`config.mk`:
```
export PLATFORM = sky130hd
export DESIGN_NAME = act_requant
export DESIGN_NICKNAME = d
export VERILOG_FILES = /design/src/rtl/act_requant.sv
export SDC_FILE = /design/constraint.sdc
export NUM_CORES = 1
export LEC_CHECK = 0
export CAP_MARGIN = 20
export CORE_UTILIZATION = 25
export DETAILED_ROUTE_END_ITERATION = 6
export PLACE_DENSITY_LB_ADDON = 0.12
export SETUP_SLACK_MARGIN = 0.02
export SLEW_MARGIN = 20
export SYNTH_ARGS = -nofsm -noshare
export SYNTH_HDL_FRONTEND = slang
export SYNTH_SLANG_ARGS = --single-unit
```
`constraint.sdc`:
```
create_clock -name clk -period 5.7 [get_ports clk]
set_input_delay 1.14 -clock clk [delete_from_list [all_inputs] [get_ports clk]]
set_output_delay 1.14 -clock clk [all_outputs]
set_load 0.05 [all_outputs]
```
`src/rtl/act_requant.sv`:
```
// Post-MMU requantization: bias add, optional ReLU, arithmetic shift and int8 saturation of one tile.
// Build option: define ACT_REQUANT_ROUND_EN for round-half-up before the shift (default truncates).
module act_requant #(
  parameter int SIZE    = 2,
  parameter int SHIFT_W = 5
) (
  input  logic                clk,
  input  logic                rst_n,
  input  logic                start,
  output logic                start_rdy,
  output logic                done,
  input  logic signed [31:0]  acc_in [SIZE][SIZE],
  input  logic                acc_in_rdy,
  output logic                acc_in_pop,
  input  logic signed [31:0]  bias [SIZE],
  input  logic [SHIFT_W-1:0]  shift,
  input  logic                relu_en,
  output logic signed [7:0]   act_out [SIZE][SIZE],
  input  logic                act_out_rdy,
  output logic                act_out_push,
  output logic [2:0]          state_dbg
);

  localparam int ROW_W = (SIZE > 1) ? $clog2(SIZE) : 1;

  typedef enum logic [2:0] {
    S_IDLE = 3'd0,
    S_POP  = 3'd1,
    S_WAIT = 3'd2,
    S_LOAD = 3'd3,
    S_PROC = 3'd4,
    S_PUSH = 3'd5,
    S_DONE = 3'd6
  } state_t;

  state_t             state, state_nxt;
  logic [ROW_W-1:0]   row_cnt;
  logic signed [31:0] tile   [SIZE][SIZE];
  logic signed [31:0] bias_q [SIZE];
  logic [SHIFT_W-1:0] shift_q;
  logic               relu_q;
  logic               start_acc;

  // Handshake: start is taken only on a cycle where start && start_rdy; acc_in_pop is a
  // single-cycle pop of the source FIFO; act_out_push fires only while act_out_rdy is high.
  assign start_rdy = (state == S_IDLE) && acc_in_rdy;
  assign start_acc = start && start_rdy;
  assign state_dbg = state;

  // 34-bit sum cannot overflow; the rounding term is added after ReLU so ReLU'd zeros stay zero.
  function automatic logic signed [7:0] requant(
    input logic signed [31:0]  acc,
    input logic signed [31:0]  b,
    input logic [SHIFT_W-1:0]  sh,
    input logic                relu
  );
    logic signed [33:0] s;
    logic signed [33:0] q;
    s = {{2{acc[31]}}, acc} + {{2{b[31]}}, b};
    if (relu && s[33]) s = '0;
`ifdef ACT_REQUANT_ROUND_EN
    if (sh != '0) s = s + (34'sd1 <<< (sh - SHIFT_W'(1)));
`endif
    q = s >>> sh;
    if (q > 34'sd127)       return 8'h7f;
    else if (q < -34'sd128) return 8'h80;
    else                    return q[7:0];
  endfunction

  always_ff @(posedge clk or negedge rst_n) begin
    if (!rst_n) state <= S_IDLE;
    else        state <= state_nxt;
  end

  always_comb begin
    state_nxt    = state;
    acc_in_pop   = 1'b0;
    act_out_push = 1'b0;
    done         = 1'b0;
    case (state)
      S_IDLE: if (start_acc) state_nxt = S_POP;
      S_POP: begin
        acc_in_pop = 1'b1;
        state_nxt  = S_WAIT;
      end
      S_WAIT: state_nxt = S_LOAD;
      S_LOAD: state_nxt = S_PROC;
      S_PROC: if (row_cnt == ROW_W'(SIZE - 1)) state_nxt = S_PUSH;
      S_PUSH: begin
        act_out_push = act_out_rdy;
        if (act_out_rdy) state_nxt = S_DONE;
      end
      S_DONE: begin
        done      = 1'b1;
        state_nxt = S_IDLE;
      end
      default: state_nxt = S_IDLE;
    endcase
  end

  // Config is captured at acceptance so later input changes cannot disturb a tile in flight.
  always_ff @(posedge clk or negedge rst_n) begin
    if (!rst_n) begin
      shift_q <= '0;
      relu_q  <= 1'b0;
      for (int c = 0; c < SIZE; c++) bias_q[c] <= '0;
    end else if (start_acc) begin
      shift_q <= shift;
      relu_q  <= relu_en;
      for (int c = 0; c < SIZE; c++) bias_q[c] <= bias[c];
    end
  end

  always_ff @(posedge clk or negedge rst_n) begin
    if (!rst_n) begin
      for (int r = 0; r < SIZE; r++)
        for (int c = 0; c < SIZE; c++) tile[r][c] <= '0;
    end else if (state == S_LOAD) begin
      for (int r = 0; r < SIZE; r++)
        for (int c = 0; c < SIZE; c++) tile[r][c] <= acc_in[r][c];
    end
  end

  always_ff @(posedge clk or negedge rst_n) begin
    if (!rst_n) begin
      row_cnt <= '0;
    end else if (state == S_PROC) begin
      if (row_cnt == ROW_W'(SIZE - 1)) row_cnt <= '0;
      else                             row_cnt <= row_cnt + ROW_W'(1);
    end else begin
      row_cnt <= '0;
    end
  end

  // One output row per PROC cycle; act_out otherwise holds until the next tile.
  always_ff @(posedge clk or negedge rst_n) begin
    if (!rst_n) begin
      for (int r = 0; r < SIZE; r++)
        for (int c = 0; c < SIZE; c++) act_out[r][c] <= '0;
    end else if (state == S_PROC) begin
      for (int c = 0; c < SIZE; c++)
        act_out[row_cnt][c] <= requant(tile[row_cnt][c], bias_q[c], shift_q, relu_q);
    end
  end

endmodule
```
## Word-level counts from Yosys, hierarchy flattened

Index checks and enable logic that the tools add are counted.

- Add/subtract/negate cells: 3
- Magnitude comparators: 6
- Equal/unequal tests: 9
- Shift operators: 2
- Muxes and demuxes: 28
- Bitwise logic cells: 1
- Reductions and logical operators: 7

Operator list:

| cell | count |
|---|---|
| 2-to-1 mux 64 bit | 3 |
| 2-to-1 mux 34 bit | 4 |
| greater-than comparator 34 x 8 -> 1 bit, second input constant | 2 |
| less-than comparator 34 x 8 -> 1 bit, second input constant | 2 |
| >>> shifter 34 x 5 -> 34 bit | 2 |
| adder 32 x 32 -> 33 bit | 2 |
| bitwise mux 32 bit | 2 |
| 2-to-1 mux 8 bit | 7 |
| demux 16 bit (select 1 bit) | 2 |
| case mux 3 bit (6 select lines) | 1 |
| 2-to-1 mux 16 bit | 1 |
| == test 3 bit, second input constant | 3 |
| 2-to-1 mux 3 bit | 3 |
| == test 3 x 2 -> 1 bit, second input constant | 2 |
| inequality test 2 bit, second input constant | 3 |
| logical AND 1 bit | 5 |
| 2-to-1 mux 1 bit | 5 |
| == test 3 x 1 -> 1 bit, second input constant | 1 |
| zero test 3 bit | 1 |
| AND reduction 3 bit | 1 |
| >= comparator 2 bit, second input constant | 1 |
| less-than comparator 2 x 1 -> 1 bit, second input constant | 1 |
| inverter 1 -> 2 bit | 1 |
| adder 1 bit, second input constant | 1 |

- Register bits: 234
- Output and inout port bits: 39
- Logic and storage cells: 70

## Longest topological paths before layout

Gate-level depths: netlist of the first run.

- Word-level depth: 15
- Gate-level depth with buffers: 21
- Gate-level depth less buffers: 18

## Worst setup path before layout of the first run

No wires, ideal clock.

- Kind: register to register
- Start point: register row_cnt
- End point: register act_out[14] (netlist bit)
- Library setup time: 0.104 ns
- Data arrival time: 5.094 ns
- Required time: 5.596 ns
- Slack: 0.502 ns
- Stages on the path, launching flop included: 20
- Path buffers: 4
- Cell sequence: dfrtp_1 buf_1 buf_1 mux2_2 ha_1 clkbuf_1 o21ai_0 o21bai_1 a211oi_1 o31ai_1 mux2_2 o41a_1 a22oi_1 nand3_1 o211a_1 or3_1 o31ai_1 a21oi_2 buf_6 o311ai_1

- Word-level cells in the longest chain between the ends: 15
- Elaborated cells between the ends (all ways): 32
- Those cells by class: 2 x add/sub; 6 x order compare; 2 x shift; 18 x mux; 1 x bitwise; 3 x reduce/logical

RTL lines:

| element | RTL line | source |
|---|---|---|
| start: declaration | 37 | `logic [ROW_W-1:0] row_cnt;` |
| start signal: assignment | 129 | `else row_cnt <= row_cnt + ROW_W'(1);` |
| inverter 1 -> 2 bit (implied by the code) (*) | 142 | `act_out[row_cnt][c] <= requant(tile[row_cnt][c], bias_q[c], shift_q, relu_q);` |
| 2-to-1 mux 64 bit (implied by the code) (3 in a row) | 142 |  |
| adder 32 x 32 -> 33 bit | 59 | `s = {{2{acc[31]}}, acc} + {{2{b[31]}}, b};` |
| logical AND 1 bit | 60 | `if (relu && s[33]) s = '0;` |
| 2-to-1 mux 34 bit | 60 |  |
| 2-to-1 mux 34 bit | 140 | `end else if (state == S_PROC) begin` |
| >>> shifter 34 x 5 -> 34 bit | 64 | `q = s >>> sh;` |
| less-than comparator 34 x 8 -> 1 bit | 66 | `else if (q < -34'sd128) return 8'h80;` |
| 2-to-1 mux 8 bit | 66 |  |
| 2-to-1 mux 8 bit | 65 | `if (q > 34'sd127) return 8'h7f;` |
| 2-to-1 mux 8 bit | 140 |  |
| bitwise mux 32 bit | 142 |  |
| bitwise mux 32 bit (*) | 142 |  |
| end signal: indexed assignment | 142 |  |
| end: declaration | 18 | `output logic signed [7:0] act_out [SIZE][SIZE],` |

Mark *: on every way between the ends. The rest lies on a longest branch, timed or not. The select of a mux whose other input is x is not followed.
A chain may end at the register's enable or synchronous reset.

## Worst setup path in the final report of the first run

- Start point: register row_cnt
- End point: register act_out[1] (netlist bit)

The elaborated chain is that of the path after synthesis.

==> qor.log, run 1 <==
INFO  placed_design  place_hpwl=65800µm
INFO  global_route   gr-usage-all-layers=20.6%
INFO  placed_design  gp_congestion=0.937
INFO  sta            slew_violations=0
INFO  floorplanning  design.core.area=0.0762mm²
INFO  synthesis      number_of_synthesized_flops_with_an_enable_pin=0
INFO  sta            max_freq=183MHz
INFO  detailed_routing met3RoutedLength=4970µm
INFO  clock_tree     clk_pin_slew=0.06ns
INFO  critical_path  critical_path.slowest_cell=sky130_fd_sc_hd__dfrtp_4
INFO  clock_tree     root_buffer=sky130_fd_sc_hd__clkbuf_16
INFO  sta            period_minus_slack=5.47ns
INFO  clock_tree     h_tree_depth=1
INFO  detailed_routing route.layer.met1.wl=40900µm
INFO  detailed_routing dr_total_vias=19545
INFO  detailed_routing met2_wirelength=36000µm
INFO  synthesis      synth_top_cells_by_area=sky130_fd_sc_hd__dfrtp_1, sky130_fd_sc_hd__mux2_2, sky130_fd_sc_hd__ha_1, sky130_fd_sc_hd__nand2_1, sky130_fd_sc_hd__a21oi_1
INFO  synthesis      synthesis.area_per_instance=8.93µm²
INFO  job            max_cap_violations=0
INFO  sta            final-setup-viol-count=0
INFO  synthesis      synth_seq_cells=234
INFO  clock_tree     clk_latency=0.59ns
INFO  critical_path  slowest_delay=0.52ns
INFO  placed_design  post-place-ws=-0.0561ns
INFO  critical_path  critPathMostFrequentCell=sky130_fd_sc_hd__buf_4
INFO  synthesis      synth_sequential_area_ratio=30.3%
INFO  sta            rsz_0062_raised_after_global_routing=true
INFO  placed_design  numPortBuffers=241
INFO  critical_path  worst_setup_path_end_kind=flip-flop
INFO  critical_path  setup.worst_path.start_class=flip-flop
INFO  floorplanning  num_io_pins=242
INFO  floorplanning  start_util=25.4%
INFO  placed_design  placed_cells=3586
INFO  global_route   grt_start_max_net_pins=103
INFO  floorplanning  fp.dieW=280µm
INFO  clock_tree     cts-buffers-inserted=29
INFO  sta            max_slew_margin=27.6%
INFO  critical_path  worst_ep_required_time=6.20ns
INFO  detailed_routing post-route-drc-count=0
INFO  detailed_routing topRoutingLayerUsed=met5
INFO  status         status=finished clean
INFO  global_route   antenna_found_initial=3
INFO  sta            tightestPinTransition=1.09ns
INFO  hold_path      worstHoldPathType=flip-flop to flip-flop
INFO  floorplanning  floorplan.die_area=0.0784mm²
INFO  clock_tree     ctsHoldBuffers=0
INFO  detailed_routing drtPass1Iterations=5
INFO  sta            final_hold_viol_count=0
INFO  cells_and_area fill_cells=7884
INFO  sta            layout_worst_path_cycle_share=96.0%
INFO  floorplanning  placement_rows=101
INFO  cells_and_area num-nets-final=2859
INFO  critical_path  setup.worst_path.class=flip-flop to flip-flop
INFO  global_route   first_global_vias=19433
INFO  synthesis      synthesis.area=0.0193mm²
INFO  detailed_routing drt-vias-per-instance=5.36
INFO  detailed_routing wl_per_cell=22.8µm
INFO  clock_tree     clockBufferDepth=3
INFO  synthesis      post_synth_inst_count=2163
INFO  synthesis      yosys.area.top_type_share=30.3%
INFO  synthesis      synth_flop_cell=sky130_fd_sc_hd__dfrtp_1
INFO  critical_path  crit_path_cell_trace=buf_12, buf_4, mux2_2, ha_1, a21oi_1, o21ai_1, o21a_1, a21oi_1, a41oi_1, buf_4, a211oi_1, o31ai_2, buf_4, nand3_1, o21ai_1, nor4_1, nand3_1, o31ai_2, buf_4, buf_4, a21oi_1, o21ai_1
INFO  synthesis      syn_nets=2432
INFO  global_route   globalRoute.totalOverflow=0
INFO  synthesis      yosysWarningCount=0
INFO  clock_tree     cts_tree=built
INFO  critical_path  critPathArrivalTime=5.97ns
INFO  sta            totalNegativeSetupSlack=0ns
INFO  synthesis      synth_cell_types=96
INFO  floorplanning  die_height=280µm
INFO  critical_path  crit_family=compound AO/OA/AOI/OAI gates
INFO  clock_tree     tritoncts_num_sinks=234
INFO  sta            timing.hold.ws=0.482ns
INFO  synthesis      yosys.area.top_type=sky130_fd_sc_hd__dfrtp_1
INFO  synthesis      synth_async_sr_flop_share=100%
INFO  cells_and_area layout_cells_sized_above_1=29.1%
INFO  sta            skew=0.0166ns
INFO  global_route   grt_first_pass_wirelength=124000µm
INFO  cells_and_area layout-area-overhead-vs-synth=35.9%
INFO  detailed_routing routed_antenna_nets=0
INFO  detailed_routing drtIter0Drc=1389
INFO  critical_path  crit_buf_inv=6
INFO  detailed_routing totalWireLength=83000µm
INFO  sta            final_critical_path_setup_slack=0.230ns
INFO  critical_path  crit_path_max_fanout=22
INFO  cells_and_area fin_cells=3644
-- path summary, 6_finish.rpt --
check | depth (start not counted) | slack, ns | startpoint | to
setup / recovery | 22 | 0.23 | row_cnt$_DFF_PN0_ | act_out[1]$_DFFE_PN0P_
hold / removal | 2 | 0.48 | act_out[16]$_DFFE_PN0P_ | act_out[16]$_DFFE_PN0P_
setup reg to reg | 22 | 0.23 | row_cnt$_DFF_PN0_ | act_out[1]$_DFFE_PN0P_
hold reg to reg | 2 | 0.48 | act_out[16]$_DFFE_PN0P_ | act_out[16]$_DFFE_PN0P_
max in group asynchronous | 2 | 3.90 | rst_n | row_cnt$_DFF_PN0_
min in group asynchronous | 1 | 0.56 | rst_n | bias_q[28]$_DFFE_PN0P_
-- state kept, by name, summed over array words and instances, names as in the netlist --
name       count
state_dbg      3
act_out       32
tile         128
shift_q        5
relu_q         1
bias_q        64
row_cnt        1
-- per-stage QoR --
stage | instance area [µm²] | util, %
floorplan | 19300 | -
global placement | 24700 | 32.5
detailed placement | 24700 | 32.5
CTS | 25800 | 33.8
global route | 26200 | 34.4
finish | 26200 | 34.4
-- synth_stat cells, types with 8 or more instances --
| cell | n |
|---|---|
| sky130_fd_sc_hd__mux2_2 | 271 |
| sky130_fd_sc_hd__dfrtp_1 | 234 |
| sky130_fd_sc_hd__nand2_1 | 195 |
| sky130_fd_sc_hd__nor2_1 | 158 |
| sky130_fd_sc_hd__a21oi_1 | 128 |
| sky130_fd_sc_hd__clkbuf_1 | 95 |
| sky130_fd_sc_hd__o21ai_0 | 93 |
| sky130_fd_sc_hd__ha_1 | 64 |
| sky130_fd_sc_hd__nand3_1 | 55 |
| sky130_fd_sc_hd__nand4_1 | 51 |
| sky130_fd_sc_hd__mux2i_1 | 48 |
| sky130_fd_sc_hd__nor3_1 | 48 |
| sky130_fd_sc_hd__o21ai_1 | 39 |
| sky130_fd_sc_hd__a211oi_1 | 35 |
| sky130_fd_sc_hd__o211ai_1 | 33 |
| sky130_fd_sc_hd__inv_1 | 28 |
| sky130_fd_sc_hd__xnor2_1 | 28 |
| sky130_fd_sc_hd__a21o_1 | 27 |
| sky130_fd_sc_hd__buf_1 | 27 |
| sky130_fd_sc_hd__nor4_1 | 24 |
| sky130_fd_sc_hd__or3_1 | 23 |
| sky130_fd_sc_hd__buf_2 | 22 |
| sky130_fd_sc_hd__o311ai_1 | 22 |
| sky130_fd_sc_hd__a31oi_1 | 21 |
| sky130_fd_sc_hd__o21a_1 | 21 |
| sky130_fd_sc_hd__o22ai_1 | 20 |
| sky130_fd_sc_hd__and2_1 | 19 |
| sky130_fd_sc_hd__and3_1 | 18 |
| sky130_fd_sc_hd__a221oi_1 | 16 |
| sky130_fd_sc_hd__nand2b_1 | 16 |
| sky130_fd_sc_hd__o31ai_1 | 15 |
| sky130_fd_sc_hd__a22o_1 | 12 |
| sky130_fd_sc_hd__o2111ai_1 | 12 |
| sky130_fd_sc_hd__o221ai_1 | 12 |
| sky130_fd_sc_hd__a211o_1 | 11 |
| sky130_fd_sc_hd__mux4_2 | 11 |
| sky130_fd_sc_hd__xor2_1 | 10 |
| sky130_fd_sc_hd__a2111oi_0 | 9 |
| sky130_fd_sc_hd__o211a_1 | 9 |
| sky130_fd_sc_hd__a22oi_1 | 8 |
| sky130_fd_sc_hd__a32oi_1 | 8 |
| sky130_fd_sc_hd__nor2b_1 | 8 |
-- layer usage --
layer | up-vias | GRT usage, %
li1 | 9169 | -
met4 | 2 | 3.66
met2 | 605 | 31.5
met5 | - | 0
met3 | 69 | 3.66
met1 | 9700 | 30.2
-- what timing repair did --
action,4_1_cts,5_1_grt
resized for setup,5,99
setup endpoints to repair,14,28
setup buffers,0,3
pin swaps,0,14
-- cells in the final DEF (no fill, tap or decap), types with 29 or more instances in the layout --
master                            synthesis  layout
sky130_fd_sc_hd__buf_4                    0     296
sky130_fd_sc_hd__mux2_2                 271     271
sky130_fd_sc_hd__clkdlybuf4s50_1          0     240
sky130_fd_sc_hd__dfrtp_1                234     230
sky130_fd_sc_hd__nand2_1                195     194
sky130_fd_sc_hd__nor2_1                 158     155
sky130_fd_sc_hd__a21oi_1                128     111
sky130_fd_sc_hd__o21ai_0                 93      89
sky130_fd_sc_hd__ha_1                    64      55
sky130_fd_sc_hd__nand3_1                 55      53
sky130_fd_sc_hd__nand4_1                 51      51
sky130_fd_sc_hd__mux2i_1                 48      48
sky130_fd_sc_hd__nor3_1                  48      40
sky130_fd_sc_hd__o21ai_1                 39      39
sky130_fd_sc_hd__o211ai_1                33      33
sky130_fd_sc_hd__clkbuf_16                0      29
-- worst register-to-register path, stage by stage, from the launching register on --
cell and delay [ns]:
sky130_fd_sc_hd__dfrtp_4 0.52, sky130_fd_sc_hd__buf_12 0.21, sky130_fd_sc_hd__buf_4 0.20, sky130_fd_sc_hd__mux2_2 0.40
sky130_fd_sc_hd__ha_1 0.34, sky130_fd_sc_hd__a21oi_1 0.34, sky130_fd_sc_hd__o21ai_1 0.16, sky130_fd_sc_hd__o21a_1 0.22
sky130_fd_sc_hd__a21oi_1 0.36, sky130_fd_sc_hd__a41oi_1 0.31, sky130_fd_sc_hd__buf_4 0.23, sky130_fd_sc_hd__a211oi_1 0.28
sky130_fd_sc_hd__o31ai_2 0.13, sky130_fd_sc_hd__buf_4 0.16, sky130_fd_sc_hd__nand3_1 0.07, sky130_fd_sc_hd__o21ai_1 0.09
sky130_fd_sc_hd__nor4_1 0.36, sky130_fd_sc_hd__nand3_1 0.17, sky130_fd_sc_hd__o31ai_2 0.33, sky130_fd_sc_hd__buf_4 0.17
sky130_fd_sc_hd__buf_4 0.10, sky130_fd_sc_hd__a21oi_1 0.07, sky130_fd_sc_hd__o21ai_1 0.13
-- logic make-up after synthesis --
group | count (synthesis) | share of synthesized area (%)
buf+inv | 180 | 3.76
flops | 234 | 30.3
compound gates | 651 | 23.5
xor+xnor | 38 | 1.72
simple gates | 663 | 16.8
mux | 331 | 19.6
fa+ha+maj | 66 | 4.35
-- area by class of cell --
cell class	count	area, µm²	area share, %
antenna	2	5.00	0.0191
clock buffer	46	920	3.50
clock inverter	7	68.8	0.262
inverter	33	124	0.472
multi-input combinational	1749	13200	50.4
sequential	234	5860	22.3
tap	1030	1290	4.91
timing repair buffer	543	4740	18.1
Power of run 1 is not shown: default switching activity piles up to over one toggle a cycle in this logic, so the estimate is an artifact.
==> run 2: changes to the inputs <==
--- a/config.mk
+++ b/config.mk
@@ -6,6 +6,7 @@
 export NUM_CORES = 1
 export LEC_CHECK = 0
 export CAP_MARGIN = 20
+export CORE_MARGIN = 1.5
 export CORE_UTILIZATION = 25
 export DETAILED_ROUTE_END_ITERATION = 6
 export PLACE_DENSITY_LB_ADDON = 0.12
==> run 2 against run 1 <==
Via count increased by 0.17%. Die area increased by 0.72%. Worst setup slack got worse by 0.057 ns. Routed wire length increased by 2.3%. Fmax decreased by 1.0%. Design area increased by 0.48%. Core utilization increased by 0.17 points. Clock skew increased by 0.025 ns. Worst hold slack got worse by 0.0063 ns. Global-route usage increased by 0.25 points. Critical path depth decreased by 3. Critical path type unchanged. Sequential cell count unchanged.
==> qor.log, run 2 (synthesized netlist as in run 1, its figures left out) <==
INFO  critical_path  setup.worst_path.class=flip-flop to flip-flop
INFO  clock_tree     clk_latency=0.62ns
INFO  sta            final_hold_viol_count=0
INFO  sta            tightestPinTransition=1.09ns
INFO  critical_path  setup.worst_path.start_class=flip-flop
INFO  detailed_routing totalWireLength=84900µm
INFO  sta            timing.hold.ws=0.476ns
INFO  sta            layout_worst_path_cycle_share=97.0%
INFO  cells_and_area reg.largest.list=tile: 128 flops, bias_q: 64 flops, act_out: 32 flops
INFO  cells_and_area registers.top_by_ff_count=tile
INFO  cells_and_area fill_cells=7884
INFO  floorplanning  floorplan.die_area=0.0790mm²
INFO  detailed_routing drt-vias-per-instance=5.40
INFO  cells_and_area layout_commonest_cell=sky130_fd_sc_hd__buf_4
INFO  detailed_routing dr_total_vias=19578
INFO  sta            period_minus_slack=5.53ns
INFO  cells_and_area layout_cells_sized_above_1=29.4%
INFO  placed_design  place_hpwl=67100µm
INFO  clock_tree     root_buffer=sky130_fd_sc_hd__clkbuf_16
INFO  clock_tree     cts-buffers-inserted=28
INFO  clock_tree     tritoncts_num_sinks=234
INFO  global_route   gr-usage-all-layers=20.9%
INFO  cells_and_area most-common-layout-cells=sky130_fd_sc_hd__buf_4, sky130_fd_sc_hd__mux2_2, sky130_fd_sc_hd__clkdlybuf4s50_1, sky130_fd_sc_hd__dfrtp_1, sky130_fd_sc_hd__nand2_1
INFO  clock_tree     clk_pin_slew=0.06ns
INFO  global_route   grt_start_max_net_pins=93
INFO  cells_and_area largest_register_ffs=128
INFO  global_route   grt_first_pass_wirelength=126000µm
INFO  detailed_routing wl_per_cell=23.4µm
INFO  sta            max_freq=181MHz
INFO  detailed_routing post-route-drc-count=0
INFO  clock_tree     h_tree_depth=1
INFO  floorplanning  design.core.area=0.0762mm²
INFO  floorplanning  fp.dieW=281µm
INFO  critical_path  critPathArrivalTime=5.97ns
INFO  status         status=finished clean
INFO  critical_path  crit_path_max_fanout=15
INFO  sta            max_slew_margin=26.8%
INFO  floorplanning  num_io_pins=242
INFO  critical_path  r2r-start=row_cnt$_DFF_PN0_
INFO  floorplanning  placement_rows=101
INFO  global_route   antenna_found_initial=1
INFO  global_route   first_global_vias=19297
INFO  critical_path  worst_ep_required_time=6.14ns
INFO  floorplanning  start_util=25.4%
INFO  job            max_cap_violations=0
INFO  cells_and_area final_util=34.6%
INFO  detailed_routing routed_antenna_nets=0
INFO  clock_tree     cts_tree=built
INFO  sta            final-setup-viol-count=0
INFO  placed_design  numPortBuffers=241
INFO  critical_path  cp-startpoint=row_cnt$_DFF_PN0_
INFO  cells_and_area num-nets-final=2846
INFO  cells_and_area layout-area-overhead-vs-synth=36.5%
INFO  global_route   globalRoute.totalOverflow=0
INFO  detailed_routing drtIter0Drc=1448
INFO  hold_path      worstHoldPathType=input pin to asynchronous set/reset pin
INFO  floorplanning  die_height=281µm
INFO  cells_and_area number_of_inserted_diodes=0
INFO  sta            skew=0.0411ns
INFO  clock_tree     clockBufferDepth=3
INFO  placed_design  gp_congestion=0.962
INFO  critical_path  rr_worst_depth=19
INFO  sta            slew_violations=0
INFO  detailed_routing drtPass1Iterations=7
INFO  critical_path  worst_setup_path_end_kind=flip-flop
-- run 2: cell count changes in the layout (fill, tap and decap cells not counted), moves of 3 or more --
cell,before,now
sky130_fd_sc_hd__buf_4,296,284
sky130_fd_sc_hd__clkbuf_8,13,8
sky130_fd_sc_hd__a2111oi_0,6,3
sky130_fd_sc_hd__nor4_1,20,17
sky130_fd_sc_hd__o21ai_0,89,86
sky130_fd_sc_hd__bufinv_16,1,5
sky130_fd_sc_hd__o21ai_1,39,43
sky130_fd_sc_hd__o311ai_1,22,19
-- run 2: final timing paths --
path                                      endpoint  slack (ns)
setup reg to reg           act_out[13]$_DFFE_PN0P_        0.17
min in group clk           act_out[23]$_DFFE_PN0P_        0.48
hold reg to reg            act_out[23]$_DFFE_PN0P_        0.48
max in group asynchronous     tile[32]$_DFFE_PN0P_        3.90
setup / recovery           act_out[13]$_DFFE_PN0P_        0.17
hold / removal                tile[21]$_DFFE_PN0P_        0.48
-- run 2: per-stage QoR --
stage	setup TNS, ns	area, µm²	cells	worst slack (ns)
after floorplan	0	19300	2163	0.502
after global placement	-1.51	24600	3560	-0.142
after detailed placement	-1.94	24600	3560	-0.180
after CTS	0	25600	3614	0.0248
after global routing	-0.00000311	26400	3628	-0.00000311
final	0	26400	3628	0.174
-- run 2: layout make-up --
type / instances / area, µm² / share of cell area [%]
clock inverters: 13 / 223 / 0.844
inverters: 33 / 124 / 0.470
flip-flops and latches: 234 / 5860 / 22.2
clock buffers: 38 / 818 / 3.10
well taps: 1030 / 1290 / 4.89
multi-input cells: 1750 / 13400 / 50.8
repair buffers: 530 / 4660 / 17.7
-- run 2: repair_timing --
item | 4_1_cts | 5_1_grt
resized for setup | 6 | 122
endpoints found under the setup margin | 14 | 28
hold endpoints to repair | 0 | 0
pin swaps | 2 | 17
cloned | 0 | 2
hold buffers | 0 | 0
setup buffers | 3 | 12
-- run 2: metal layers --
layer	routed length, µm	track usage (%)	vias up
met5	9	0	-
met4	1030	2.81	2
met3	4570	2.42	77
met2	36700	31.8	621
met1	42600	31.7	9716
li1	-	-	9162
-- run 2: worst max-delay path, stage by stage (launching register included) --
cell                        delay, ns
sky130_fd_sc_hd__dfrtp_4         0.53
sky130_fd_sc_hd__clkbuf_16       0.25
sky130_fd_sc_hd__mux2_2          0.38
sky130_fd_sc_hd__ha_1            0.37
sky130_fd_sc_hd__nand4_1         0.19
sky130_fd_sc_hd__buf_4           0.21
sky130_fd_sc_hd__or3_1           0.39
sky130_fd_sc_hd__nor2_1          0.19
sky130_fd_sc_hd__o211a_1         0.26
sky130_fd_sc_hd__nor3_1          0.11
sky130_fd_sc_hd__xnor2_1         0.14
sky130_fd_sc_hd__a211o_1         0.33
sky130_fd_sc_hd__and2_1          0.20
sky130_fd_sc_hd__mux4_2          0.48
sky130_fd_sc_hd__a22oi_2         0.21
sky130_fd_sc_hd__nor4bb_4        0.33
sky130_fd_sc_hd__nand4_1         0.27
sky130_fd_sc_hd__nand4_1         0.19
sky130_fd_sc_hd__buf_4           0.18
sky130_fd_sc_hd__o311ai_1        0.12
Power of run 2 is left out for the same reason.
==> run 3: changes to the inputs <==
--- a/config.mk
+++ b/config.mk
@@ -9,6 +9,7 @@
 export CORE_MARGIN = 1.5
 export CORE_UTILIZATION = 25
 export DETAILED_ROUTE_END_ITERATION = 6
+export GPL_ROUTABILITY_DRIVEN = 0
 export PLACE_DENSITY_LB_ADDON = 0.12
 export SETUP_SLACK_MARGIN = 0.02
 export SLEW_MARGIN = 20
==> run 3 against run 2 <==
Highest routed layer unchanged. Die area did not move. First-iteration DRC count grew 15%. The run now ends with DRC left. Register-to-register slack better by 0.04 ns. Routed wire length down 7.3%. Critical endpoint is now act_out[0]$_DFFE_PN0P_. Sequential cell count unchanged. Clock skew down 0.031 ns.
==> qor.log, run 3 (synthesized netlist as in run 1, its figures left out) <==
INFO  floorplanning  placement_rows=101
INFO  global_route   grt_start_max_net_pins=98
INFO  floorplanning  start_util=25.4%
INFO  detailed_routing dr_total_vias=19224
INFO  placed_design  numPortBuffers=241
INFO  hold_path      whs_path_depth=2
INFO  global_route   grt_first_pass_wirelength=119000µm
INFO  cells_and_area layout_cells_sized_above_1=25.4%
INFO  critical_path  critPathMostFrequentCell=sky130_fd_sc_hd__buf_4
INFO  clock_tree     clockBufferDepth=3
INFO  sta            tightestPinTransition=1.10ns
INFO  clock_tree     cts_tree=built
INFO  global_route   first_global_vias=19131
INFO  global_route   gr-usage-all-layers=19.5%
INFO  sta            max_freq=182MHz
INFO  sta            final-setup-viol-count=0
INFO  critical_path  rr_worst_depth=20
INFO  critical_path  critical_path_depth=20
INFO  detailed_routing wl_per_cell=22.2µm
INFO  status         violations=DRC
INFO  cells_and_area layout-area-overhead-vs-synth=31.1%
INFO  sta            final_hold_viol_count=0
INFO  cells_and_area multiInputGateArea=0.0131mm²
INFO  clock_tree     tritoncts_num_sinks=234
INFO  cells_and_area largest_register_ffs=128
INFO  global_route   globalRoute.totalOverflow=0
INFO  placed_design  placed_cells=3472
INFO  detailed_routing drt-vias-per-instance=5.43
INFO  floorplanning  design.core.area=0.0762mm²
INFO  critical_path  critical_path.slowest_cell=sky130_fd_sc_hd__dfrtp_4
INFO  cells_and_area regArea=0.00586mm²
INFO  critical_path  crit_path_cell_trace=buf_12, mux2_2, ha_1, nand4_1, or2_1, or3_1, and4b_1, o41ai_2, buf_4, nor3_1, buf_4, o21ai_1, o22ai_1, nor2_1, o311ai_0, nor4_2, a31oi_1, buf_4, a31oi_1, o21ai_1
INFO  floorplanning  num_io_pins=242
INFO  critical_path  crit_path_max_fanout=22
INFO  critical_path  critPathArrivalTime=5.94ns
INFO  sta            timing.hold.ws=0.481ns
INFO  floorplanning  fp.dieW=281µm
INFO  sta            skew=0.00987ns
INFO  critical_path  crit_family=simple AND/OR/NAND/NOR gates
INFO  detailed_routing drtIter0Drc=1663
INFO  critical_path  setup.worst_path.start_class=flip-flop
INFO  clock_tree     root_buffer=sky130_fd_sc_hd__clkbuf_16
INFO  detailed_routing routed_antenna_nets=0
INFO  detailed_routing totalWireLength=78700µm
INFO  clock_tree     clk_pin_slew=0.06ns
INFO  critical_path  worst_ep_required_time=6.15ns
INFO  cells_and_area most-common-layout-cells=sky130_fd_sc_hd__mux2_2, sky130_fd_sc_hd__clkdlybuf4s50_1, sky130_fd_sc_hd__dfrtp_1, sky130_fd_sc_hd__nand2_1, sky130_fd_sc_hd__buf_4
INFO  detailed_routing drtPass1Iterations=7
INFO  cells_and_area registers.top_by_ff_count=tile
INFO  sta            layout_worst_path_cycle_share=96.3%
INFO  cells_and_area layout_commonest_cell=sky130_fd_sc_hd__mux2_2
INFO  hold_path      worstHoldPathType=flip-flop to flip-flop
INFO  critical_path  crit_buf_inv=4
INFO  sta            slew_violations=0
INFO  cells_and_area num-nets-final=2755
INFO  floorplanning  die_height=281µm
INFO  placed_design  place_hpwl=61800µm
INFO  sta            rsz_0062_raised_after_global_routing=true
INFO  critical_path  slowest_delay=0.52ns
INFO  sta            period_minus_slack=5.49ns
INFO  global_route   antenna_found_initial=6
INFO  cells_and_area fin_cells=3538
INFO  clock_tree     h_tree_depth=1
INFO  detailed_routing post-route-drc-count=3
INFO  cells_and_area reg.largest.list=tile: 128 flops, bias_q: 64 flops, act_out: 32 flops
INFO  status         status=finished, violations left
INFO  cells_and_area fill_cells=7955
INFO  critical_path  setup.worst_path.class=flip-flop to flip-flop
INFO  clock_tree     clk_latency=0.60ns
INFO  clock_tree     cts-buffers-inserted=29
INFO  job            max_cap_violations=0
INFO  floorplanning  floorplan.die_area=0.0790mm²
INFO  sta            max_slew_margin=26.5%
INFO  critical_path  worst_setup_path_end_kind=flip-flop
run 3: cell count changes in the layout (fill, tap and decap cells not counted), sizes merged:
cell,change
clkbuf,-1
diode,+2
clkinvlp,+1
a21oi,-1
bufinv,-1
inv,+2
buf,-90
clkinv,-2
run 3: path summary, 6_finish.rpt:
path | start | end | slack, ns
worst max register to register | row_cnt$_DFF_PN0_ | act_out[0]$_DFFE_PN0P_ | 0.21
worst min-delay path | act_out[3]$_DFFE_PN0P_ | act_out[3]$_DFFE_PN0P_ | 0.48
worst min register to register | act_out[3]$_DFFE_PN0P_ | act_out[3]$_DFFE_PN0P_ | 0.48
max in group asynchronous | rst_n | row_cnt$_DFF_PN0_ | 3.88
min in group asynchronous | rst_n | tile[84]$_DFFE_PN0P_ | 0.50
worst max-delay path | row_cnt$_DFF_PN0_ | act_out[0]$_DFFE_PN0P_ | 0.21
run 3: tightest hold or removal path, cell delays in order (launching register included):
cell                      delay, ns
sky130_fd_sc_hd__dfrtp_1       0.34
sky130_fd_sc_hd__nand2_1       0.05
sky130_fd_sc_hd__o21ai_1       0.06
run 3: per-layer routing:
layer  share of wire [%]  wire (µm)  up-vias  global-route usage, %
li1                    -          -     8967                      -
met1                  48      37500     9464                   28.0
met2                  43      33600      676                   29.2
met3                 7.4       5860      109                   4.72
met4                 2.2       1710        8                   4.37
met5               0.062         49        -                      0
run 3: final cells by class:
class,instances,area share [%]
clock buffers,38,3.04
diodes,2,0.0198
repair buffers,439,15.6
flip-flops and latches,234,23.1
clock inverters,13,0.766
well taps,1030,5.09
multi-input cells,1749,51.9
inverters,33,0.489
run 3: stage by stage:
step           utilization, %  worst slack (ns)  cell area (µm²)  setup TNS [ns]
2_1_floorplan               -             0.502            19300               0
3_3_place_gp             31.3            -0.168            23900           -2.19
3_5_place_dp             31.3            -0.166            23900           -2.01
4_1_cts                  32.6            0.0205            24900               0
5_1_grt                  33.2           -0.0261            25300         -0.0531
6_report                 33.2             0.210            25300               0
run 3: timing repair:
item	in CTS	in global routing
hold endpoints to repair	0	0
endpoints found under the setup margin	19	28
resized for setup	4	77
hold buffers	0	0
cloned	0	0
pin swaps	0	8
setup buffers	0	12
Power of run 3 is left out for the same reason.
